**config.mk**
```make
export PLATFORM = sky130hd
export DESIGN_NAME = spi_sample_sequencer
export DESIGN_NICKNAME = d
export VERILOG_FILES = /design/src/rtl/spi_sample_sequencer.sv
export SDC_FILE = /design/constraint.sdc
export NUM_CORES = 1
export LEC_CHECK = 0
export BUFFER_PORTS_ARGS = -buffer_cell sky130_fd_sc_hd__buf_2
export CAP_MARGIN = 10
export CORE_ASPECT_RATIO = 2
export CORE_MARGIN = 3
export CORE_UTILIZATION = 55
export DETAILED_ROUTE_END_ITERATION = 16
export MAX_ROUTING_LAYER = met4
export PLACE_DENSITY_LB_ADDON = 0.25
export SLEW_MARGIN = 20
export SYNTH_ARGS = -nofsm -noshare
export SYNTH_HDL_FRONTEND = slang
export SYNTH_SLANG_ARGS = --single-unit
```
**constraint.sdc**
```tcl
create_clock -name PCLK -period 5.8 [get_ports PCLK]
set_input_delay 0.87 -clock PCLK [delete_from_list [all_inputs] [get_ports PCLK]]
set_output_delay 0.87 -clock PCLK [all_outputs]
set_load 0.01 [all_outputs]
```
**src/rtl/spi_sample_sequencer.sv**
```systemverilog
// spi_sample_sequencer: a programmable sample-rate timer starts one SPI read
// frame per tick (CS_b low, DATA_W sclk periods, MISO shifted in MSB first),
// then offers the captured word on a valid/ready push port. Ticks that arrive
// while a frame or push is still pending are dropped and counted (saturating).
module spi_sample_sequencer #(
  parameter int DATA_W = 16,
  parameter int DIV_W  = 16,
  parameter int HALF_W = 8,
  parameter int OVR_W  = 8
) (
  input  logic              PCLK,
  input  logic              PRESETn,
  input  logic              enable,
  input  logic [DIV_W-1:0]  sample_div,
  input  logic [HALF_W-1:0] sclk_half_div,
  input  logic              clear_overrun,
  input  logic              MISO,
  output logic              CS_b,
  output logic              sclk,
  output logic [DATA_W-1:0] sample_data,
  output logic              sample_valid,
  input  logic              sample_ready,
  output logic              busy,
  output logic [OVR_W-1:0]  overrun_count
);

  localparam int BIT_W = (DATA_W > 1) ? $clog2(DATA_W) : 1;
  localparam logic [BIT_W-1:0] LAST_BIT = BIT_W'(DATA_W - 1);
  localparam logic [OVR_W-1:0] OVR_MAX  = {OVR_W{1'b1}};

  typedef enum logic [2:0] {
    ST_IDLE  = 3'd0,
    ST_SETUP = 3'd1,
    ST_SHIFT = 3'd2,
    ST_HOLD  = 3'd3,
    ST_PUSH  = 3'd4
  } state_t;

  state_t            state_q, state_d;
  logic [DIV_W-1:0]  cnt_q, cnt_d;
  logic [HALF_W-1:0] h_q, h_d;
  logic [HALF_W-1:0] hcnt_q, hcnt_d;
  logic [BIT_W-1:0]  bit_q, bit_d;
  logic [DATA_W-1:0] shift_q, shift_d;
  logic [DATA_W-1:0] data_q, data_d;
  logic              cs_b_q, cs_b_d;
  logic              sclk_q, sclk_d;
  logic              valid_q, valid_d;
  logic              busy_q, busy_d;
  logic [OVR_W-1:0]  ovr_q, ovr_d;
  logic              tick_s;
  logic              overrun_s;
  logic              half_done_s;

  // Sample-rate timer and dropped-tick counter
  always_comb begin
    tick_s = 1'b0;
    cnt_d  = cnt_q;
    if (enable) begin
      // >= so that lowering sample_div below the running count ticks at once
      if (cnt_q >= sample_div) begin
        tick_s = 1'b1;
        cnt_d  = {DIV_W{1'b0}};
      end else begin
        cnt_d = cnt_q + DIV_W'(1);
      end
    end else begin
      cnt_d = {DIV_W{1'b0}};
    end

    overrun_s = tick_s && (state_q != ST_IDLE);

    // A clear that coincides with a drop must still record that drop
    if (clear_overrun) begin
      ovr_d = overrun_s ? OVR_W'(1) : {OVR_W{1'b0}};
    end else if (overrun_s && (ovr_q != OVR_MAX)) begin
      ovr_d = ovr_q + OVR_W'(1);
    end else begin
      ovr_d = ovr_q;
    end
  end

  // Frame sequencer: next-state and next-output computation
  always_comb begin
    state_d     = state_q;
    h_d         = h_q;
    hcnt_d      = hcnt_q;
    bit_d       = bit_q;
    shift_d     = shift_q;
    data_d      = data_q;
    cs_b_d      = cs_b_q;
    sclk_d      = sclk_q;
    valid_d     = valid_q;
    busy_d      = busy_q;
    half_done_s = (hcnt_q == (h_q - HALF_W'(1)));

    case (state_q)
      ST_IDLE: begin
        if (tick_s) begin
          // Half period is latched so register writes cannot disturb this frame
          h_d     = (sclk_half_div == {HALF_W{1'b0}}) ? HALF_W'(1) : sclk_half_div;
          hcnt_d  = {HALF_W{1'b0}};
          cs_b_d  = 1'b0;
          sclk_d  = 1'b1;
          busy_d  = 1'b1;
          state_d = ST_SETUP;
        end else begin
          state_d = ST_IDLE;
        end
      end
      ST_SETUP: begin
        if (half_done_s) begin
          hcnt_d  = {HALF_W{1'b0}};
          bit_d   = {BIT_W{1'b0}};
          sclk_d  = 1'b0;
          state_d = ST_SHIFT;
        end else begin
          hcnt_d = hcnt_q + HALF_W'(1);
        end
      end
      ST_SHIFT: begin
        if (!half_done_s) begin
          hcnt_d = hcnt_q + HALF_W'(1);
        end else if (!sclk_q) begin
          // End of low phase: sclk rises on this edge, capture MISO with it
          hcnt_d  = {HALF_W{1'b0}};
          sclk_d  = 1'b1;
          shift_d = {shift_q[DATA_W-2:0], MISO};
        end else if (bit_q == LAST_BIT) begin
          hcnt_d  = {HALF_W{1'b0}};
          state_d = ST_HOLD;
        end else begin
          hcnt_d = {HALF_W{1'b0}};
          bit_d  = bit_q + BIT_W'(1);
          sclk_d = 1'b0;
        end
      end
      ST_HOLD: begin
        if (half_done_s) begin
          hcnt_d  = {HALF_W{1'b0}};
          cs_b_d  = 1'b1;
          data_d  = shift_q;
          valid_d = 1'b1;
          state_d = ST_PUSH;
        end else begin
          hcnt_d = hcnt_q + HALF_W'(1);
        end
      end
      ST_PUSH: begin
        if (valid_q && sample_ready) begin
          valid_d = 1'b0;
          busy_d  = 1'b0;
          state_d = ST_IDLE;
        end else begin
          state_d = ST_PUSH;
        end
      end
      default: begin
        state_d = ST_IDLE;
        cs_b_d  = 1'b1;
        sclk_d  = 1'b1;
        valid_d = 1'b0;
        busy_d  = 1'b0;
      end
    endcase
  end

  // State and output registers; reset aborts any frame immediately
  always_ff @(posedge PCLK or negedge PRESETn) begin
    if (!PRESETn) begin
      state_q <= ST_IDLE;
      cnt_q   <= {DIV_W{1'b0}};
      h_q     <= HALF_W'(1);
      hcnt_q  <= {HALF_W{1'b0}};
      bit_q   <= {BIT_W{1'b0}};
      shift_q <= {DATA_W{1'b0}};
      data_q  <= {DATA_W{1'b0}};
      cs_b_q  <= 1'b1;
      sclk_q  <= 1'b1;
      valid_q <= 1'b0;
      busy_q  <= 1'b0;
      ovr_q   <= {OVR_W{1'b0}};
    end else begin
      state_q <= state_d;
      cnt_q   <= cnt_d;
      h_q     <= h_d;
      hcnt_q  <= hcnt_d;
      bit_q   <= bit_d;
      shift_q <= shift_d;
      data_q  <= data_d;
      cs_b_q  <= cs_b_d;
      sclk_q  <= sclk_d;
      valid_q <= valid_d;
      busy_q  <= busy_d;
      ovr_q   <= ovr_d;
    end
  end

  assign CS_b          = cs_b_q;
  assign sclk          = sclk_q;
  assign sample_data   = data_q;
  assign sample_valid  = valid_q;
  assign busy          = busy_q;
  assign overrun_count = ovr_q;

endmodule

```
==> qor.yml, run 1 <==
layout:
  drive_above_1_share: 0.2475
  syn2layout_area_growth_pct: 13.28
  diodes: 0
  final_area_mm2: 0.005134
  fin_nets: 540
cts:
  clock-root-buffer: "clkbuf_16"
  cts_sinks: 83
  cts_buffer_depth: 2
  postCtsHoldBufs: 0
  post-cts-setup-buffers: 0
  cts_tree: "done"
  h-tree-depth: 3
  post_cts_resized: 0
  clk_latency_ps: 340
  cts_inserted_buffers: 9
  cts.clk_slew.worst_paths_ps: 60
setup_path:
  critPathArrivalTime_ps: 3740
  crit_chain: "buf_2 -> inv_1 -> ha_1 -> a211oi_1 -> nor2_1 -> a2111oi_0 -> o21ai_0 -> nand3_1 -> mux2_2"
  required_ps: 6020
  end_kind: "register"
  max_stage_delay_ps: 640
  path_class: "in2reg"
  crit_slowest_cell: "a2111oi_0"
  crit_fanout: 11
  start_kind: "input pin"
floorplan:
  start_util: 0.5665
  die_height_um: 134.4
  rows: 46
  die_area_mm2: 0.009431
  io_pins: 58
  die_x_um: 70.19
  core-area_mm2: 0.008000
yosys:
  yosys_warnings: 0
  yosys.cell_count.top_type: "dfrtp_1"
  synthCells: 440
  synth.distinct_cells: 52
  netlist_area_mm2: 0.004532
  syn_area_per_cell_um2: 10.30
  ys_seq_area_frac: 0.4591
  synth_top_area_cell: "dfrtp_1"
  synth_edf_count: 0
  synth.area.top_cells: "dfrtp_1, mux2_2, ha_1"
  synthesis.nets: 491
  synth_top_area_share: 0.4417
  async_flop_share: 1.000
  synth-seq-cells: 83
  synth_ff_type: "dfrtp_1"
  synth_common_cells: "dfrtp_1, nor2_1, nand2_1"
detailed_routing:
  antenna_left: 0
  first_pass_iters: 5
  top_layer_used: "met4"
  wl_met1_um: 3568
  first_iter_violations: 178
  via_count: 3437
  dr_wl_met2_um: 5184
  wl_met3_um: 314
  wl_um: 9258
  wire_per_inst_um: 15.72
  via_per_inst: 5.835
  drc_errors: 0
power:
  p_per_area_mw_per_mm2: 312.1
  seqPwrFrac: 0.437
  swShare: 0.3052
  p_switching_w: 0.0004890
  p_leak_nw: 2.602
  irDropWorstVdd_v: 0.0002096
  p_comb_frac: 0.212
  p_int_w: 0.001113
  p_clk_frac: 0.352
global_route:
  grt_pass1_wl_um: 16050
  antenna_found_initial: 0
  grt_max_degree: 84
  grt_usage: 0.2167
  overflow: 0
  grt_pass1_vias: 3562
placed_design:
  placed_cell_area_mm2: 0.004838
  port_buffers: 57
  hpwl_um: 6631
  routabilityCongestion: 0.8963
sta:
  max_clock_freq_ghz: 0.2835
  tightest_slew_ps: 1026
  post-route-period-util: 0.6081
  finalClockSkew_ps: 4.800
  rsz0062_at_grt: "no"
  finalSetupTns_ps: 0
  hold_viol_final: 0
  setup_viol: 0
  min_period_ps: 3527
  drv_slew: 0
  slew_headroom: 0.3159
run_status:
  outcome: "complete, no violations"
hold_path:
  min_path_type: "reg2reg"
run:
  cap_violations: 0
==> final timing paths <==
check,depth (start not counted),end,start,slack (ps)
worst min register to register,1,sample_data[9]$_DFFE_PN0P_,sample_data[9]$_DFFE_PN0P_,500
worst max register to register,7,h_q[7]$_DFFE_PN0P_,cnt_q[13]$_DFF_PN0_,2480
worst min-delay path,1,sample_data[9]$_DFFE_PN0P_,sample_data[9]$_DFFE_PN0P_,500
worst max-delay path,9,h_q[7]$_DFFE_PN0P_,sample_div[13],2270
max in group asynchronous,1,shift_q[12]$_DFFE_PN0P_,PRESETn,4430
min in group asynchronous,1,sample_data[0]$_DFFE_PN0P_,PRESETn,690
==> per-stage QoR <==
stage	utilization	setup slack (ps)	total power (W)	instances	hold WS (ps)
finish	0.6417	2273	0.001602	589	499.2
global route	0.6417	2035	0.001688	589	524.7
CTS	0.6417	2271	0.001614	589	503.0
detailed placement	0.6048	1940	0.001047	574	489.3
global placement	0.6048	2135	0.001033	574	483.9
floorplan	-	2759	0.0009618	440	477.4
==> registers in the layout, summed over array words and instances (netlist names) <==
register,flops
cnt_q,16
sample_data,16
shift_q,16
h_q,8
hcnt_q,8
overrun_count,8
bit_q,4
state_q,3
CS_b,1
busy,1
sample_valid,1
sclk,1
==> kinds of logic (layout without fill, tap and decap cells) <==
kind of cell,Yosys count,after routing,share of synthesized area
multiplexers,47,47,0.1237
XOR/XNOR,23,23,0.04445
adder cells (fa/ha/maj),21,21,0.05798
flip-flops,83,83,0.4591
AO/OA/AOI/OAI,66,66,0.09884
AND/OR/NAND/NOR,159,159,0.1753
buffers and inverters,41,94,0.04058
==> worst max-delay path: cells and delay by family <==
kind | cells | cell delay, ps
simple gates | 2 | 650
mux | 1 | 410
fa+ha+maj | 1 | 310
compound gates | 3 | 1390
buf+inv | 2 | 110
==> area by class of cell <==
class	instances	area [µm²]
multi-input combinational	316	2267
inverter	22	82.58
fill	658	2867
timing repair buffer	57	287.8
tap	96	120.1
clock inverter	2	35.03
sequential	83	2081
clock buffer	13	260.3
==> metal layers <==
layer / up-vias / track usage
met2: 76 / 0.4025
met1: 1672 / 0.2234
met5: - / -
li1: 1674 / -
met3: 15 / 0.04051
met4: 0 / 0.07676
==> cells in the final DEF (no fill, tap or decap), types with 5 or more instances in the layout <==
master / netlist / layout
clkbuf_16: 0 / 9
xor2_1: 8 / 8
nand2_1: 37 / 37
buf_2: 5 / 56
o221ai_1: 6 / 6
nand4_1: 7 / 7
o31ai_1: 5 / 5
mux2_4: 10 / 10
nor2_1: 42 / 42
ha_1: 21 / 21
a21oi_1: 15 / 15
nor3_1: 14 / 14
inv_1: 22 / 22
dfrtp_1: 80 / 80
mux2i_1: 5 / 5
nand3_1: 23 / 23
xnor2_1: 15 / 15
nand2b_1: 6 / 6
o21ai_0: 12 / 12
and3_1: 6 / 6
mux2_2: 32 / 32
==> power by group through the flow <==
stage | Sequential [W] | Combinational [W] | Clock [W]
final | 0.000700 | 0.000339 | 0.000563
after global routing | 0.000710 | 0.000381 | 0.000597
after CTS | 0.000698 | 0.000342 | 0.000574
after detailed placement | 0.000708 | 0.000339 | 0
after global placement | 0.000705 | 0.000327 | 0
after floorplan | 0.000659 | 0.000303 | 0
Note: power is estimated with default switching activity, not from simulation.
==> run 2, diff against run 1 <==
--- a/config.mk
+++ b/config.mk
@@ -5,11 +5,12 @@
 export SDC_FILE = /design/constraint.sdc
 export NUM_CORES = 1
 export LEC_CHECK = 0
+export ABC_AREA = 1
 export BUFFER_PORTS_ARGS = -buffer_cell sky130_fd_sc_hd__buf_2
 export CAP_MARGIN = 10
 export CORE_ASPECT_RATIO = 2
 export CORE_MARGIN = 3
-export CORE_UTILIZATION = 55
+export CORE_UTILIZATION = 52
 export DETAILED_ROUTE_END_ITERATION = 16
 export MAX_ROUTING_LAYER = met4
 export PLACE_DENSITY_LB_ADDON = 0.25
==> constraint.sdc (replaced) <==
create_clock -name PCLK -period 3.2 [get_ports PCLK]
set_input_delay 0.48 -clock PCLK [delete_from_list [all_inputs] [get_ports PCLK]]
set_output_delay 0.48 -clock PCLK [all_outputs]
set_load 0.01 [all_outputs]
==> run 2 against run 1 <==
Highest routed layer unchanged. Synthesized area is 0.36% lower. Non-clock buffer count is 2 higher. Sequential share of layout area down 0.55 points. Final cell count up 22%. Wire length shrank 0.95%. Largest power group unchanged. First-iteration DRC count up 9.0%. Total power grew 100%. Sequential power increased by 84%. Clock power increased by 100%. Global-route usage decreased by 0.53 points. Clock skew up 1.6 ps.
==> qor.yml, run 2 <==
run_status:
  outcome: "complete, no violations"  # unchanged
sta:
  min_period_ps: 2384
  hold_viol_final: 0  # unchanged
  post-route-period-util: 0.7451
  setup_viol: 0  # unchanged
  tightest_slew_ps: 1008  # was 1026 ps
  max_clock_freq_ghz: 0.4194
  rsz0062_at_grt: "no"  # unchanged
  slew_headroom: 0.3283  # was 0.3159
  setup_ws_ps: 815.8  # was 2273 ps
  finalClockSkew_ps: 6.367  # was 4.800 ps
  finalSetupTns_ps: 0  # unchanged
  drv_slew: 0  # unchanged
setup_path:
  end_kind: "register"  # unchanged
  worstRegToRegCells: 14  # was 7
  start_kind: "register"  # was input pin
  required_ps: 3470  # was 6020 ps
  critPathArrivalTime_ps: 2650  # was 3740 ps
  crit_fanout: 32  # was 11
  path_class: "reg2reg"  # was in2reg
cts:
  cts_buffer_depth: 2  # unchanged
  post_cts_resized: 0  # unchanged
  clock-root-buffer: "clkbuf_16"  # unchanged
  postCtsHoldBufs: 0  # unchanged
  cts_inserted_buffers: 9  # unchanged
  clk_latency_ps: 340  # about the same
  cts.clk_slew.worst_paths_ps: 60  # about the same
  h-tree-depth: 3  # unchanged
  post-cts-setup-buffers: 0  # unchanged
  cts_sinks: 83  # unchanged
  cts_tree: "done"  # unchanged
yosys:
  synth_ff_type: "dfrtp_1"  # unchanged
  synthCells: 554  # was 440
  synth_common_cells: "nand2_1, inv_1, dfrtp_1"  # was dfrtp_1, nor2_1, nand2_1
  synth_xor_area_frac: 0.04267  # was 0.04445
  yosys.cell_count.top_type: "nand2_1"  # was dfrtp_1
  synth_top_area_cell: "dfrtp_1"  # unchanged
  synth.distinct_cells: 34  # was 52
  yosys_warnings: 0  # unchanged
  synth_top_area_share: 0.4433  # was 0.4417
  yosys.area_share.adder: 0.05819  # was 0.05798
  synth_mux_area_frac: 0  # was 0.1237
  ys_seq_area_frac: 0.4608  # was 0.4591
  synthesis.nets: 605  # was 491
  async_flop_share: 1.000  # unchanged
  synth_compound_area_frac: 0.09615  # was 0.09884
  synth.area.top_cells: "dfrtp_1, nand2_1, inv_1"  # was dfrtp_1, mux2_2, ha_1
  netlist_area_mm2: 0.004516  # was 0.004532 mm²
  synth_edf_count: 0  # unchanged
  syn_area_per_cell_um2: 8.151  # was 10.30 µm²
  synth-seq-cells: 83  # unchanged
  synth_top_family_by_area: "simple AND/OR/NAND/NOR gates"  # unchanged
  synth-simple-area-share: 0.2571  # was 0.1753
global_route:
  antenna_found_initial: 0  # unchanged
  overflow: 0  # unchanged
  grt_pass1_wl_um: 16060  # was 16050 µm
  grt_usage: 0.2114  # was 0.2167
  grt_max_degree: 84  # unchanged
  grt_pass1_vias: 3762  # was 3562
detailed_routing:
  via_count: 3732  # was 3437
  wire_per_inst_um: 12.77  # was 15.72 µm
  first_pass_iters: 4  # was 5
  drc_errors: 0  # unchanged
  first_iter_violations: 194  # was 178
  wl_um: 9170  # was 9258 µm
  antenna_left: 0  # unchanged
  via_per_inst: 5.198  # was 5.835
power:
  irDropWorstVdd_v: 0.0004631  # was 0.0002096 V
  p_leak_nw: 2.736  # was 2.602 nW
  p_per_area_mw_per_mm2: 619.3  # was 312.1 mW/mm²
layout:
  finish.utilization: 0.6232  # was 0.6417
  layoutNonFillerInstCount: 718  # was 589
  fin_nets: 667  # was 540
  final_common_cell: "nand2_1"  # was dfrtp_1
  final_area_mm2: 0.005204  # was 0.005134 mm²
  syn2layout_area_growth_pct: 15.24  # was 13.28%
  drive_above_1_share: 0.1710  # was 0.2475
  final_cell_mix: "nand2_1, inv_1, dfrtp_1"  # was dfrtp_1, buf_2, nor2_1
  diodes: 0  # unchanged
floorplan:
  io_pins: 58  # unchanged
  rows: 47  # was 46
  die_area_mm2: 0.009906  # was 0.009431 mm²
  core-area_mm2: 0.008351  # was 0.008000 mm²
  start_util: 0.5408  # was 0.5665
  die_x_um: 71.90  # was 70.19 µm
  die_height_um: 137.8  # was 134.4 µm
placed_design:
  port_buffers: 57  # unchanged
  hpwl_um: 6917  # was 6631 µm
  placed_cell_area_mm2: 0.004872  # was 0.004838 mm²
  dp_slack_ps: 695.3  # was 1940 ps
  placedCellCount: 703  # was 574
  routabilityCongestion: 0.9088  # was 0.8963
run:
  cap_violations: 0  # unchanged
hold_path:
  min_path_type: "in2async"  # was reg2reg
run 2: cell types whose count changed after synthesis, moves of 10 or more:
cell / delta
nand2_1: +106
inv_1: +59
mux2_2: -32
o21ai_0: +18
o21ai_2: +14
clkbuf_1: -10
mux2_4: -10
run 2: path summary, 6_finish.rpt:
check | start | endpoint | slack [ps]
max in group asynchronous | PRESETn | cnt_q[10]$_DFF_PN0_ | 2240
worst min-delay path | PRESETn | sample_data[1]$_DFFE_PN0P_ | 310
worst max-delay path | h_q[0]$_DFFE_PN1P_ | shift_q[7]$_DFFE_PN0P_ | 820
worst max register to register | h_q[0]$_DFFE_PN1P_ | shift_q[7]$_DFFE_PN0P_ | 820
min in group PCLK | sclk_half_div[6] | h_q[6]$_DFFE_PN0P_ | 360
worst min register to register | cnt_q[0]$_DFF_PN0_ | cnt_q[0]$_DFF_PN0_ | 450
run 2: where the power goes:
part,internal [W],switching [W],total [W]
Sequential,0.00118,0.000115,0.00129
Clock,0.000756,0.000392,0.00115
Combinational,0.000276,0.000508,0.000784
Total,0.00221,0.00101,0.00322
run 2: kinds of logic after synthesis:
family / after synthesis
compound gates: 72
xor+xnor: 22
fa+ha+maj: 21
buf+inv: 92
flops: 83
simple gates: 264
run 2: layout make-up:
| type | instances | area (µm²) |
|---|---|---|
| sequential | 83 | 2081 |
| fill | 736 | 3147 |
| clock buffer | 10 | 229.0 |
| tap | 98 | 122.6 |
| timing repair buffer | 59 | 302.8 |
| multi-input combinational | 379 | 2051 |
| clock inverter | 5 | 102.6 |
| inverter | 84 | 315.3 |
run 2: per-stage QoR:
stage,hold slack (ps),power (W)
6_report,311.0,0.003223
3_3_place_gp,446.2,0.002050
2_1_floorplan,184.4,0.001866
3_5_place_dp,450.6,0.002086
4_1_cts,342.3,0.003256
5_1_grt,356.6,0.003429
run 2: worst max-delay path: stages (launching register included):
cell and delay (ps):
dfstp_2 540, inv_2 80, ha_1 280, inv_1 90, nand2_1 50, nand3_1 80, nand2_1 60, inv_1 60
nand3_1 80, nor2_2 140, nand3_4 150, nor3_4 130, buf_4 370, nand2_1 130, o21ai_2 80
run 2: routing by layer:
layer | vias to the layer above | wire, µm | GRT usage
met5 | - | 0 | -
met4 | 0 | 335 | 0.1109
met3 | 26 | 323 | 0.04237
met2 | 78 | 4990 | 0.3781
met1 | 1730 | 3520 | 0.2124
li1 | 1898 | - | -
==> run 3, diff against run 2 <==
==> constraint.sdc (replaced) <==
create_clock -name PCLK -period 2.1 [get_ports PCLK]
set_input_delay 0.315 -clock PCLK [delete_from_list [all_inputs] [get_ports PCLK]]
set_output_delay 0.315 -clock PCLK [all_outputs]
set_load 0.01 [all_outputs]
==> run 3 against run 2 <==
Register-to-register slack worse by 750 ps. Fmax is 17% higher. Non-clock buffer count is 31 higher. Global-route usage is 1.6 points higher. Sequential power is 52% higher. First-iteration DRC count is 6.2% lower. Wire length is 12% higher. Combinational power is 72% higher. Die area stayed put. Critical path type unchanged. Critical endpoint is now shift_q[1]$_DFFE_PN0P_. Largest cell class is now multi-input gates. Highest routed layer unchanged.
==> qor.yml, run 3 (synthesized netlist as in run 2, its figures left out) <==
cts:
  h-tree-depth: 3  # unchanged
  cts.clk_slew.worst_paths_ps: 60  # about the same
  cts_inserted_buffers: 9  # unchanged
  cts_buffer_depth: 2  # unchanged
  cts_tree: "done"  # unchanged
  clk_latency_ps: 340  # about the same
  cts_sinks: 83  # unchanged
  clock-root-buffer: "clkbuf_16"  # unchanged
sta:
  min_period_ps: 2036  # was 2384 ps
  drv_slew: 0  # unchanged
  max_clock_freq_ghz: 0.4911  # was 0.4194 GHz
  slew_headroom: 0.6983  # was 0.3283
  setup_viol: 0  # unchanged
  timing.hold.ws_ps: 185.3  # was 311.0 ps
  hold_viol_final: 0  # unchanged
  post-route-period-util: 0.9697  # was 0.7451
  tightest_slew_ps: 452.5  # was 1008 ps
  setup_ws_ps: 63.58  # was 815.8 ps
  finalSetupTns_ps: 0  # unchanged
  finalClockSkew_ps: 5.635  # was 6.367 ps
  rsz0062_at_grt: "yes"  # was no
placed_design:
  routabilityCongestion: 0.8483  # was 0.9088
  port_buffers: 57  # unchanged
  hpwl_um: 7406  # was 6917 µm
  dp_slack_ps: -62.48  # was 695.3 ps
setup_path:
  start_kind: "register"  # unchanged
  end_kind: "register"  # unchanged
  path_class: "reg2reg"  # unchanged
  required_ps: 2370  # was 3470 ps
  crit_buf_inv: 5  # was 4
  crit_path_frequent_cell: "inv_2"  # was nand2_1
  critPathArrivalTime_ps: 2310  # was 2650 ps
  crit_fanout: 8  # was 32
  crit_chain: "inv_2 -> ha_4 -> inv_2 -> nand2_1 -> nand3_1 -> nand2_1 -> inv_2 -> nand3_2 -> nor2_4 -> nand3_4 -> nor3_4 -> buf_6 -> buf_16 -> nand2_2 -> o21ai_1"  # was inv_2 -> ha_1 -> inv_1 -> nand2_1 -> nand3_1 -> nand2_1 -> inv_1 -> nand3_1 -> nor2_2 -> nand3_4 -> nor3_4 -> buf_4 -> nand2_1 -> o21ai_2
  crit_family: "simple AND/OR/NAND/NOR gates"  # unchanged
  crit_slowest_cell: "dfstp_2"  # unchanged
  max_stage_delay_ps: 540  # about the same
layout:
  finish.utilization: 0.6750  # was 0.6232
  diodes: 0  # unchanged
  syn2layout_area_growth_pct: 24.83  # was 15.24%
  fin_nets: 698  # was 667
  final_common_cell: "nand2_1"  # unchanged
  drive_above_1_share: 0.2500  # was 0.1710
  final_cell_mix: "nand2_1, dfrtp_1, inv_1"  # was nand2_1, inv_1, dfrtp_1
floorplan:
  io_pins: 58  # unchanged
  die_x_um: 71.90  # unchanged
  die_height_um: 137.8  # unchanged
  die_area_mm2: 0.009906  # unchanged
  rows: 47  # unchanged
  core-area_mm2: 0.008351  # unchanged
  start_util: 0.5408  # unchanged
power:
  total_power_w: 0.004899  # was 0.003223 W
  irDropWorstVdd_v: 0.0007338  # was 0.0004631 V
  p_leak_nw: 2.957  # was 2.736 nW
  p_per_area_mw_per_mm2: 869.1  # was 619.3 mW/mm²
global_route:
  grt.met1_usage: 0.2159  # was 0.2124
  grt_pass1_vias: 3896  # was 3762
  overflow: 0  # unchanged
  gr-max-usage-layer: "met2"  # unchanged
  grt_use_met3: 0.03798  # was 0.04237
  grt_util_met2: 0.4180  # was 0.3781
  antenna_found_initial: 0  # unchanged
  grt_usage: 0.2276  # was 0.2114
  grt_max_degree: 50  # was 84
  grt_pass1_wl_um: 16930  # was 16060 µm
detailed_routing:
  wl_um: 10230  # was 9170 µm
  antenna_left: 0  # unchanged
  via_per_inst: 5.257  # was 5.198
  drc_errors: 0  # unchanged
  first_iter_violations: 182  # was 194
  wire_per_inst_um: 13.64  # was 12.77 µm
  via_count: 3943  # was 3732
  first_pass_iters: 4  # unchanged
run:
  cap_violations: 0  # unchanged
hold_path:
  min_path_type: "in2reg"  # was in2async
run_status:
  outcome: "complete, no violations"  # unchanged
## run 3: worst min-delay path, stage by stage
cell and delay, ps:
buf_2 90, nand2_1 50, nand2_1 40
## run 3: routing by layer
metal | share of wire | vias to the layer above
li1 | - | 1961
met1 | 0.35 | 1864
met2 | 0.58 | 93
met3 | 0.034 | 25
met4 | 0.037 | 0
met5 | 0 | -
## run 3: cell type report
type                       count  area, µm²
inverter                      84      317.8
clock buffer                  10      239.0
multi-input combinational    379       2181
sequential                    83       2081
timing repair buffer          90      630.6
clock inverter                 6      65.06
tap                           98      122.6
fill                         695       2714
## run 3: power by group
group	internal, W	switching (W)	total [W]	leakage, nW
Sequential	0.00179	0.000165	0.00196	1.12
Combinational	0.000502	0.000852	0.00135	1.69
Clock	0.000952	0.000635	0.00159	0.148
## run 3: worst paths after layout
| kind | startpoint | to | slack [ps] | cells after the start |
|---|---|---|---|---|
| setup / recovery | h_q[0]$_DFFE_PN1P_ | shift_q[1]$_DFFE_PN0P_ | 60 | 15 |
| hold / removal | sclk_half_div[6] | h_q[6]$_DFFE_PN0P_ | 190 | 3 |
| setup reg to reg | h_q[0]$_DFFE_PN1P_ | shift_q[1]$_DFFE_PN0P_ | 60 | 15 |
| hold reg to reg | cnt_q[0]$_DFF_PN0_ | cnt_q[0]$_DFF_PN0_ | 470 | 1 |
| max in group asynchronous | PRESETn | CS_b$_DFFE_PN1P_ | 960 | 3 |
| min in group asynchronous | PRESETn | sample_data[1]$_DFFE_PN0P_ | 460 | 2 |
## run 3: repair_timing
item                                    4_1_cts  5_1_grt
cloned                                        2        0
endpoints found under the hold margin        34        0
endpoints found under the setup margin       26       71
gates resized for setup                      11       34
buffers inserted                              4        3
hold buffers                                  1        0
pin swaps                                     6       13
## run 3: metrics by stage
stage / cell area [µm²] / instances
2_1_floorplan: 4516 / 554
4_1_cts: 5509 / 748
5_1_grt: 5637 / 750
3_3_place_gp: 5082 / 726
6_report: 5637 / 750
3_5_place_dp: 5082 / 726
